`src/rtl/mips_pkg.sv`:
```
// Shared loader types and constants.
// Used by the instruction memory boot loader.
package mips_pkg;

    typedef enum logic [2:0] {
        IDLE,
        LEN_HI,
        LEN_LO,
        DATA,
        CHECK,
        DONE,
        ERR
    } loader_state_t;

    localparam int LEN_BYTES      = 2;
    localparam int BYTES_PER_WORD = 4;
    localparam int CHK_W          = 8;
    localparam int LANE_W         = $clog2(BYTES_PER_WORD);
    localparam int LEN_W          = 8 * LEN_BYTES;

    // Running XOR checksum step.
    function automatic logic [CHK_W-1:0] chk_fold(
        input logic [CHK_W-1:0] acc,
        input logic [7:0]       b
    );
        return acc ^ b;
    endfunction

endpackage

```
`src/rtl/word_assembler.sv`:
```
// Big-endian byte-to-word shifter.
// word_valid flags the byte that completes a word.
module word_assembler
    import mips_pkg::*;
(
    input  logic        clk,
    input  logic        rst_n,
    input  logic        clr,
    input  logic        shift_en,
    input  logic [7:0]  byte_in,
    output logic [31:0] word,
    output logic        word_valid
);

    localparam int HI_W = 8 * (BYTES_PER_WORD - 1);

    logic [LANE_W-1:0] lane;
    logic [HI_W-1:0]   hi;

    // The incoming byte is the least significant lane of the word.
    assign word       = {hi, byte_in};
    assign word_valid = shift_en
                     && (lane == LANE_W'(BYTES_PER_WORD - 1));

    // Lane counter and upper-byte shift register.
    always_ff @(posedge clk) begin
        if (!rst_n || clr) begin
            lane <= '0;
            hi   <= '0;
        end else if (shift_en) begin
            lane <= lane + 1'b1;
            hi   <= {hi[HI_W-9:0], byte_in};
        end
    end

endmodule

```
`src/rtl/imem_loader.sv`:
```
// Boot loader: byte stream to instruction memory.
// Holds the core until a checksummed load completes.
module imem_loader
    import mips_pkg::*;
#(
    parameter int ADDR_W = 8
) (
    input  logic              clk,
    input  logic              rst_n,
    input  logic              start,
    input  logic              byte_valid,
    input  logic [7:0]        byte_in,
    output logic              byte_ready,
    output logic              imem_we,
    output logic [ADDR_W-1:0] imem_addr,
    output logic [31:0]       imem_wd,
    output logic              core_hold,
    output logic              done,
    output logic              error
);

    localparam logic [LEN_W:0] CAP = (LEN_W+1)'(1) << ADDR_W;

    loader_state_t     state;
    logic [7:0]        len_hi;
    logic [LEN_W-1:0]  n_words;
    logic [ADDR_W:0]   widx;
    logic [ADDR_W:0]   widx_next;
    logic [CHK_W-1:0]  acc;
    logic [LEN_W-1:0]  len_now;
    logic              xfer;
    logic              idle_like;
    logic              asm_clr;
    logic              asm_shift;
    logic [31:0]       asm_word;
    logic              asm_valid;
    logic              last_word;

    assign xfer      = byte_valid && byte_ready;
    assign len_now   = {len_hi, byte_in};
    assign widx_next = widx + 1'b1;
    assign last_word = (LEN_W+1)'(widx_next)
                    == (LEN_W+1)'(n_words);
    assign idle_like = (state == IDLE)
                    || (state == DONE)
                    || (state == ERR);
    assign asm_clr   = start && idle_like;
    assign asm_shift = xfer && (state == DATA);

    word_assembler u_asm (
        .clk        (clk),
        .rst_n      (rst_n),
        .clr        (asm_clr),
        .shift_en   (asm_shift),
        .byte_in    (byte_in),
        .word       (asm_word),
        .word_valid (asm_valid)
    );

    // Loader FSM with registered handshake, write and status outputs.
    always_ff @(posedge clk) begin
        if (!rst_n) begin
            state      <= IDLE;
            len_hi     <= '0;
            n_words    <= '0;
            widx       <= '0;
            acc        <= '0;
            byte_ready <= 1'b0;
            imem_we    <= 1'b0;
            imem_addr  <= '0;
            imem_wd    <= '0;
            core_hold  <= 1'b1;
            done       <= 1'b0;
            error      <= 1'b0;
        end else begin
            imem_we <= 1'b0;
            unique case (state)
                IDLE, DONE, ERR: begin
                    if (start) begin
                        state      <= LEN_HI;
                        len_hi     <= '0;
                        n_words    <= '0;
                        widx       <= '0;
                        acc        <= '0;
                        byte_ready <= 1'b1;
                        core_hold  <= 1'b1;
                        done       <= 1'b0;
                        error      <= 1'b0;
                    end
                end
                LEN_HI: begin
                    if (xfer) begin
                        len_hi <= byte_in;
                        state  <= LEN_LO;
                    end
                end
                LEN_LO: begin
                    if (xfer) begin
                        n_words <= len_now;
                        if ((LEN_W+1)'(len_now) > CAP) begin
                            state      <= ERR;
                            error      <= 1'b1;
                            byte_ready <= 1'b0;
                        end else if (len_now == '0) begin
                            state <= CHECK;
                        end else begin
                            state <= DATA;
                        end
                    end
                end
                DATA: begin
                    if (asm_shift) begin
                        acc <= chk_fold(acc, byte_in);
                        if (asm_valid) begin
                            imem_we   <= 1'b1;
                            imem_addr <= widx[ADDR_W-1:0];
                            imem_wd   <= asm_word;
                            widx      <= widx_next;
                            if (last_word) begin
                                state <= CHECK;
                            end
                        end
                    end
                end
                CHECK: begin
                    if (xfer) begin
                        byte_ready <= 1'b0;
                        if (byte_in == acc) begin
                            state     <= DONE;
                            done      <= 1'b1;
                            core_hold <= 1'b0;
                        end else begin
                            state <= ERR;
                            error <= 1'b1;
                        end
                    end
                end
                default: state <= IDLE;
            endcase
        end
    end

endmodule
```
`config.mk`:
```
export PLATFORM = sky130hd
export DESIGN_NAME = imem_loader
export DESIGN_NICKNAME = d
export VERILOG_FILES = /design/src/rtl/mips_pkg.sv /design/src/rtl/word_assembler.sv /design/src/rtl/imem_loader.sv
export SDC_FILE = /design/constraint.sdc
export NUM_CORES = 1
export LEC_CHECK = 0
export CAP_MARGIN = 20
export CORE_ASPECT_RATIO = 0.5
export CORE_UTILIZATION = 50
export CTS_BUF_LIST = sky130_fd_sc_hd__clkbuf_8
export DETAILED_ROUTE_END_ITERATION = 8
export PLACE_DENSITY_LB_ADDON = 0.25
export SLEW_MARGIN = 25
export SYNTH_ARGS = -nofsm -noshare
export SYNTH_HDL_FRONTEND = slang
export SYNTH_SLANG_ARGS = --single-unit
```
`constraint.sdc`:
```
create_clock -name clk -period 2.25 [get_ports clk]
set_input_delay 0.3375 -clock clk [delete_from_list [all_inputs] [get_ports clk]]
set_output_delay 0.3375 -clock clk [all_outputs]
set_load 0.02 [all_outputs]
```
* Yosys cells after proc, flatten, opt, wreduce, memory -nomap -nowiden
Index checks and enable logic that the tools add are counted. W data, S select, Z words.
Storage, ports and cells: logic and storage cells 104, input bits 12, flip-flop bits (word level) 115
Operators by class: bitwise logic cells 1, reductions and logical operators 26, magnitude comparators 1, multiplexer cells 41, $add $sub $neg 2, equal/unequal tests 19
Operators by type and width (count):
- $mux W16 | 2
- $pmux W16 S2 | 1
- $pmux W8 S2 | 2
- $mux W3 | 9
- $mux W9 | 3
- $mux W8 | 3
- $ne A2 B2 Y1 const B | 9
- $pmux W9 S2 | 1
- $eq A9 B16 Y1 | 1
- $gt A16 B9 Y1 const B | 1
- $logic_not A16 Y1 | 1
- $pmux W3 S5 | 1
- $reduce_and A3 Y1 | 5
- $mux W1 | 14
- $add A9 B1 Y9 const B | 1
- $eq A3 B3 Y1 const B | 3
- $eq A8 B8 Y1 | 1
- $reduce_and A4 Y1 | 2
- $reduce_bool A2 Y1 | 4
- $xor A8 B8 Y8 | 1
- $reduce_and A7 Y1 | 1
- $eq A3 B2 Y1 const B | 2
- $pmux W1 S3 | 2
- $reduce_and A6 Y1 | 1
- other kinds (13) | 19

* Logic depth before layout (Yosys ltp)
Gate-level depths: netlist of run 1.
depth after elaboration 6, mapped depth 8

* Modules after synthesis
A second synthesis of run 1 with hierarchy kept.
Unflattened totals: cells, all modules 622, area, all modules 5295.1 um^2
Modules (own cells, without submodules):
- imem_loader | instances 1, area each 4247.8 um^2, cells each 527
- word_assembler | instances 1, area each 1047.3 um^2, cells each 95

* Least setup slack after synthesis of run 1
Ideal clock, no wire load.
path kind flip-flop to flip-flop, start point reg widx[0], end point reg state[1], data required time 2.132 ns, period minus slack after synthesis 2.131 ns, setup slack 0.119 ns, arrival 2.013 ns, setup time 0.118 ns, cell stages (with the launch flop) 9, path through dfxtp_1 ha_1 and3_1 buf_2 a31o_1 a21oi_1 o221ai_1 or4_4 o2111a_1
On the way: word-level cells in the longest chain between the ends 4
Ends and longest elaborated chain:
- from (decl) | RTL line imem_loader.sv:27 | logic [ADDR_W:0] widx;
- from (signal assigned) | RTL line imem_loader.sv:118 | widx <= widx_next;
- $add A9 B1 Y9 | RTL line imem_loader.sv:41 | assign widx_next = widx + 1'b1;
- $eq A9 B16 Y1 | RTL line imem_loader.sv:43 | == (LEN_W+1)'(n_words);
- $ne A2 B2 Y1 (no line)
- $reduce_and A7 Y1 (no line)
- to (signal assigned) | RTL line imem_loader.sv:63 | state <= IDLE;
- to (signal assigned) | RTL line imem_loader.sv:80 | state <= LEN_HI;
- to (signal assigned) | RTL line imem_loader.sv:94 | state <= LEN_LO;
- to (decl) | RTL line imem_loader.sv:24 | loader_state_t state;
Every way passes these cells. A chain may end at the register's enable or synchronous reset.

* Worst setup path in the final report of run 1
start point reg n_words[11], end point reg state[1]
On the way: word-level cells in the longest chain between the ends 3
Ends and longest elaborated chain:
- from (decl) | RTL line imem_loader.sv:26 | logic [LEN_W-1:0] n_words;
- from (signal assigned) | RTL line imem_loader.sv:99 | n_words <= len_now;
- $eq A9 B16 Y1 | RTL line imem_loader.sv:43
- $ne A2 B2 Y1 (no line)
- $reduce_and A7 Y1 (no line)
Every way passes these cells.

==> results of run 1 <==
sequential cells by signal, indices dropped and copies added, names as in the netlist:
name,cells
imem_wd,32
error,1
widx,9
len_hi,8
imem_addr,8
u_asm.hi,24
core_hold,1
acc,8
done,1
byte_ready,1
state,3
imem_we,1
u_asm.lane,2
n_words,16
worst min path at each step:
stage,start,endpoint,cells after the start,slack [ns]
finish,u_asm.hi[17]$_SDFFE_PP0P_,u_asm.hi[17]$_SDFFE_PP0P_,2,0.46
global route,rst_n,imem_wd[4]$_SDFFE_PN0P_,2,0.48
CTS,rst_n,imem_wd[4]$_SDFFE_PN0P_,2,0.44
detailed placement,u_asm.hi[17]$_SDFFE_PP0P_,u_asm.hi[17]$_SDFFE_PP0P_,2,0.45
global placement,u_asm.hi[17]$_SDFFE_PP0P_,u_asm.hi[17]$_SDFFE_PP0P_,2,0.45
floorplan,u_asm.hi[16]$_SDFFE_PP0P_,u_asm.hi[16]$_SDFFE_PP0P_,2,0.44
per-stage QoR:
step | power [W] | setup WS, ns | std cells | hold slack (ns)
3_3_place_gp | 0.00292 | 0.0134 | 818 | 0.446
6_report | 0.00492 | 0.0598 | 850 | 0.458
4_1_cts | 0.00496 | 0.0115 | 850 | 0.438
2_1_floorplan | 0.00268 | 0.119 | 639 | 0.437
5_1_grt | 0.00512 | -0.0322 | 850 | 0.480
3_5_place_dp | 0.00294 | -0.0284 | 818 | 0.447
synth_stat cells (all sizes together) (2+ instances only):
master and instances:
a21boi 67, a21oi 31, and2 18, and3 4, buf 15, clkbuf 36
dfxtp 115, ha 2, inv 6, mux2i 2, nand2 172, nand2b 2
nand3 33, nand4 4, nor2 29, nor2b 8, nor3b 2, nor4 8
o2111ai 3, o21ai 32, o22ai 3, or3 2, or4 2, xnor2 5
xor2 14
critical path, cell delays in order (launching register included):
cell,delay (ns)
dfxtp_2,0.32
or4_4,0.54
nor4_4,0.17
nand4_1,0.13
a211o_1,0.28
or4_4,0.49
o2111a_1,0.15
power breakdown:
part | internal, W | switching (W)
Clock | 0.00110 | 0.000924
Combinational | 0.000291 | 0.000493
Sequential | 0.00207 | 0.0000389
Total | 0.00347 | 0.00146
cell families after synthesis:
| family | share of synthesized area, % |
|---|---|
| multiplexers | 0.394 |
| AND/OR/NAND/NOR | 25.5 |
| XOR/XNOR | 3.27 |
| AO/OA/AOI/OAI | 20.5 |
| buffers and inverters | 4.51 |
| flip-flops | 45.3 |
| adder cells (fa/ha/maj) | 0.492 |
per-layer routing:
layer	track usage [%]	wire length [um]	up-vias
met3	5.67	504	17
met2	39.2	5570	87
met1	35.2	6190	2148
met4	10.6	170	0
li1	-	-	2287
met5	0	0	-
timing repair:
action | 4_1_cts | 5_1_grt
hold buffers | 0 | 0
buffers inserted | 0 | 0
resized for setup | 0 | 5
endpoints found under the setup margin | 0 | 5
cell type report:
| type | instances | area (um2) |
|---|---|---|
| fill | 818 | 3320 |
| inverter | 6 | 22.5 |
| multi-input combinational | 467 | 2580 |
| timing repair buffer | 95 | 861 |
| clock inverter | 15 | 181 |
| sequential | 115 | 2300 |
| clock buffer | 17 | 234 |
| tap | 135 | 169 |
==> impl_metrics.env, run 1 <==
export IMPL_synth_top_area_cell="dfxtp_1"
export IMPL_finalSetupTns_ns=0
export IMPL_most_common_library_cell_in_the_layout_ignoring_fill_and_taps="nand2_1"
export IMPL_globalplace_congestion=0.872
export IMPL_timing_worst_setup_path_type="flop to flop"
export IMPL_critical_path_required_ns=2.58
export IMPL_n_antenna_cell=0
export IMPL_cts_buffers_inserted=17
export IMPL_die_height_um=73.3
export IMPL_worstHoldPathType="flop to flop"
export IMPL_via_count_of_the_first_global_routing_pass=4103
export IMPL_count_of_flip_flops_with_a_built_in_enable_after_synthesis=0
export IMPL_worst_setup_path_endpoint="state[1]$_SDFFE_PN0P_"
export IMPL_critical_path_data_arrival_time_ns=2.52
export IMPL_end_kind="flop"
export IMPL_max_cap_violations=0
export IMPL_post_route_core_utilization_pct=65.7
export IMPL_detail_route_antenna_nets=0
export IMPL_cts_path_max_buffers=2
export IMPL_proportion_of_synthesized_chip_area_in_sequential_cells_pct=45.3
export IMPL_clk_pin_slew_worst_paths_ns=0.08
export IMPL_clock_skew_ns=0.00752
export IMPL_most_common_layout_cells="nand2_1, dfxtp_1, a21boi_0"
export IMPL_grt_first_pass_wirelength_um=20500
export IMPL_ratio_of_cells_with_drive_above_1_in_the_final_layout_pct=11.6
export IMPL_rows=25
export IMPL_count_of_clock_tree_sinks=115
export IMPL_final_hold_fails=0
export IMPL_drt_drc_violations_left=0
export IMPL_finalCritPeriodShare_pct=97.3
export IMPL_grt_setup_unrepaired="true"
export IMPL_max_ir_drop_vdd_mv=0.455
export IMPL_via_count=4539
export IMPL_timing_worst_slew_pin_value_ns=0.605
export IMPL_slew_headroom_pct=59.6
export IMPL_route_detailed_wl_per_inst_um=14.6
export IMPL_post_dp_cell_area_um2=5910
export IMPL_detail_route_wirelength_um=12400
export IMPL_async_set_or_reset_register_ratio_after_synthesis_pct=0
export IMPL_placeableCoreArea_um2=9670
export IMPL_slew_violations=0
export IMPL_die_area_um2=10600
export IMPL_synth_net_count=653
export IMPL_synth_ff_type="dfxtp_1"
export IMPL_tritoncts="yes"
export IMPL_worst_r2r_path_depth=6
export IMPL_grt_total_usage_pct=25.6
export IMPL_timing_rr_start="n_words[11]$_SDFFE_PN0P_"
export IMPL_critical_path_start_type="flop"
export IMPL_yosys_warnings=0
export IMPL_combined_area_of_all_synthesized_cells_um2=5080
export IMPL_timing_critical_path_from="n_words[11]$_SDFFE_PN0P_"
export IMPL_run_status="complete, no violations"
export IMPL_area_growth_syn_to_fin_pct=24.9
export IMPL_syn_mean_instance_area_um2=7.95
export IMPL_synthDistinctLibCells=54
export IMPL_crit_path_max_fanout=3
export IMPL_drt_initial_drc_count=296
export IMPL_gate_count_after_technology_mapping=639
export IMPL_place_port_buffers=56
export IMPL_initial_cell_density_of_the_core_pct=52.6
export IMPL_power_density_nw_per_um2=776
export IMPL_antenna_found_initial=0
export IMPL_htree_levels=4
export IMPL_grt_ovfl_total=0
export IMPL_insertion_delay_to_the_later_sink_of_the_worst_skew_pair_ns=0.44
export IMPL_hpwl_um=8500
export IMPL_die_x_um=145
export IMPL_nets=716
export IMPL_grt_start_max_net_pins=49
export IMPL_final_area_um2=6350
export IMPL_io_pins=57
export IMPL_clockRootBuffer="clkbuf_8"
export IMPL_total_leakage_power_nw=2.19
export IMPL_post_synth_top_area_fraction_pct=45.3
export IMPL_setup_viol_count_final=0
export IMPL_synth_seq_cells=115
export IMPL_avgViaCountPerCell=5.34
export IMPL_reg2reg_slack_ns=0.06
export IMPL_detail_route_first_pass_iterations=5
export IMPL_timing_final_crit_period_ns=2.19
export IMPL_timing_fmax_ghz=0.457
export IMPL_post_synth_main_area_contributors="dfxtp_1, nand2_1, a21boi_0"
export IMPL_capture_point_of_the_worst_reg_to_reg_path="state[1]$_SDFFE_PN0P_"
No activity file was read; power rests on OpenSTA's default activity.
==> inputs of run 2 (changes only) <==
Settings changed: CORE_UTILIZATION 50 to 52.
==> impl_metrics.env, run 2 (synthesis gave the netlist of run 1 again) <==
export IMPL_run_status="complete, no violations"
export IMPL_grt_ovfl_total=0
export IMPL_multi_input_area_um2=2570
export IMPL_die_area_um2=10200
export IMPL_io_pins=57
export IMPL_capture_point_of_the_worst_reg_to_reg_path="state[1]$_SDFFE_PN0P_"
export IMPL_grt_first_pass_wirelength_um=19700
export IMPL_cp_cell_sequence="or4_4 -> nor4_4 -> nand4_1 -> a211o_1 -> or4_4 -> o2111a_1"
export IMPL_worstHoldPathType="input port to flop"
export IMPL_tritoncts="yes"
export IMPL_drt_drc_violations_left=0
export IMPL_max_ir_drop_vdd_mv=0.461
export IMPL_avgViaCountPerCell=5.33
export IMPL_final_cell_count_no_fill=849
export IMPL_timing_rr_start="n_words[11]$_SDFFE_PN0P_"
export IMPL_via_count=4526
export IMPL_htree_levels=4
export IMPL_count_of_clock_tree_sinks=115
export IMPL_placeableCoreArea_um2=9480
export IMPL_initial_cell_density_of_the_core_pct=53.6
export IMPL_grt_start_max_net_pins=53
export IMPL_end_kind="flop"
export IMPL_slew_headroom_pct=65.4
export IMPL_critical_path_data_arrival_time_ns=2.53
export IMPL_max_cap_violations=0
export IMPL_largest_register_ff_count=32
export IMPL_timing_critical_path_from="n_words[11]$_SDFFE_PN0P_"
export IMPL_place_port_buffers=56
export IMPL_max_stage_delay_ns=0.54
export IMPL_reg2reg_slack_ns=0.05
export IMPL_die_x_um=142
export IMPL_place_worst_setup_slack_ns=-0.0806
export IMPL_worst_r2r_path_depth=6
export IMPL_postCtsSetupBuffers=0
export IMPL_ctsHoldBuffers=0
export IMPL_clockRootBuffer="clkbuf_8"
export IMPL_critical_path_cell_count=6
export IMPL_timing_worst_setup_path_type="flop to flop"
export IMPL_critical_path_start_type="flop"
export IMPL_detail_route_antenna_nets=0
export IMPL_globalplace_congestion=0.898
export IMPL_layout_area_seq_um2=2300
export IMPL_largest_register="imem_wd"
export IMPL_final_area_um2=6300
export IMPL_slew_violations=0
export IMPL_area_growth_syn_to_fin_pct=24.1
export IMPL_worst_setup_path_endpoint="state[1]$_SDFFE_PN0P_"
export IMPL_crit_path_max_fanout=3
export IMPL_cts_buffers_inserted=17
export IMPL_critical_path_required_ns=2.58
export IMPL_grt_total_usage_pct=25.1
export IMPL_hpwl_um=8190
export IMPL_post_dp_cell_area_um2=5920
export IMPL_timing_worst_slew_pin_value_ns=0.519
export IMPL_n_antenna_cell=0
export IMPL_ratio_of_cells_with_drive_above_1_in_the_final_layout_pct=11.3
export IMPL_placed_cells=817
export IMPL_postLayoutSetupSlackWorst_ns=0.0522
export IMPL_clock_skew_ns=0.0103
export IMPL_power_w=0.00472
export IMPL_nFillCells=810
export IMPL_cpMaxStageDelayCell="or4_4"
export IMPL_rows=25
export IMPL_timing_final_crit_period_ns=2.20
export IMPL_worstPathBufferInverterCount=0
export IMPL_worst_path_most_repeated_cell="or4_4"
export IMPL_finalCritPeriodShare_pct=97.7
export IMPL_via_count_of_the_first_global_routing_pass=4038
export IMPL_die_height_um=71.9
export IMPL_detail_route_first_pass_iterations=5
export IMPL_insertion_delay_to_the_later_sink_of_the_worst_skew_pair_ns=0.44
export IMPL_power_density_nw_per_um2=748
export IMPL_clk_pin_slew_worst_paths_ns=0.07
export IMPL_setup_viol_count_final=0
export IMPL_cts_path_max_buffers=2
export IMPL_most_common_layout_cells="nand2_1, dfxtp_1, a21boi_0"
export IMPL_total_leakage_power_nw=2.18
export IMPL_most_common_library_cell_in_the_layout_ignoring_fill_and_taps="nand2_1"
export IMPL_cp_top_family="simple AND/OR/NAND/NOR gates"
export IMPL_drt_initial_drc_count=392
export IMPL_final_hold_fails=0
export IMPL_antenna_found_initial=0
export IMPL_timing_fmax_ghz=0.455
export IMPL_nets=715
export IMPL_reg_top3="imem_wd x32, u_asm.hi x24, n_words x16"
export IMPL_route_detailed_wl_per_inst_um=14.1
export IMPL_detail_route_wirelength_um=12000
[run 2: changes by cell type in the layout (fill, tap and decap cells not counted), sizes merged]
cell	previous run	this run
clkinv	3	4
clkbuf	17	18
bufinv	3	1
buf	40	39
[run 2: metrics by stage]
| stage | util, % | hold WS, ns | setup TNS, ns |
|---|---|---|---|
| after floorplan | - | 0.437 | 0 |
| after global placement | 62.4 | 0.445 | -0.112 |
| after detailed placement | 62.4 | 0.447 | -0.164 |
| after CTS | 66.4 | 0.300 | 0 |
| after global routing | 66.5 | 0.316 | -0.104 |
| final | 66.5 | 0.320 | 0 |
[run 2: metal layers]
metal  track usage (%)  up-vias  part of all wire (%)
met3              5.94       16                   4.9
met2              38.1      106                    44
met1              35.2     2123                    50
met4              8.96        0                   1.2
met5                 0        -                     0
li1                  -     2281                     -
[run 2: how the worst min path moves through the flow]
stage	from	endpoint	slack, ns	cells after the start
2_1_floorplan	u_asm.hi[16]$_SDFFE_PP0P_	u_asm.hi[16]$_SDFFE_PP0P_	0.44	2
4_1_cts	rst_n	imem_wd[26]$_SDFFE_PN0P_	0.30	2
3_5_place_dp	u_asm.hi[19]$_SDFFE_PP0P_	u_asm.hi[19]$_SDFFE_PP0P_	0.45	2
3_3_place_gp	u_asm.lane[1]$_SDFFE_PP0P_	u_asm.lane[1]$_SDFFE_PP0P_	0.45	2
6_report	rst_n	imem_wd[26]$_SDFFE_PN0P_	0.32	2
5_1_grt	rst_n	imem_wd[26]$_SDFFE_PN0P_	0.32	2
[run 2: power breakdown]
part | leakage [nW] | total (W) | internal [W] | switching, W
Sequential | 0.927 | 0.00212 | 0.00207 | 0.0000453
Combinational | 1.07 | 0.000771 | 0.000292 | 0.000479
Clock | 0.178 | 0.00182 | 0.000911 | 0.000913
[run 2: repair_timing]
action,in CTS,in global routing
resized for setup,0,2
hold endpoints to repair,0,0
endpoints found under the setup margin,0,3
[run 2: final cells by class]
type                    instances  share of cell area, %
clock buffers                  18                   3.93
clock inverters                14                   2.06
inverters                       6                  0.357
multi-input cells             467                   40.7
flip-flops and latches        115                   36.5
well taps                     135                   2.68
repair buffers                 94                   13.7
[run 2: worst reg2reg max path, stage by stage, from the launching register on]
cell and delay (ns):
dfxtp_1 0.31, or4_4 0.54, nor4_4 0.18, nand4_1 0.13, a211o_1 0.28, or4_4 0.50
o2111a_1 0.15
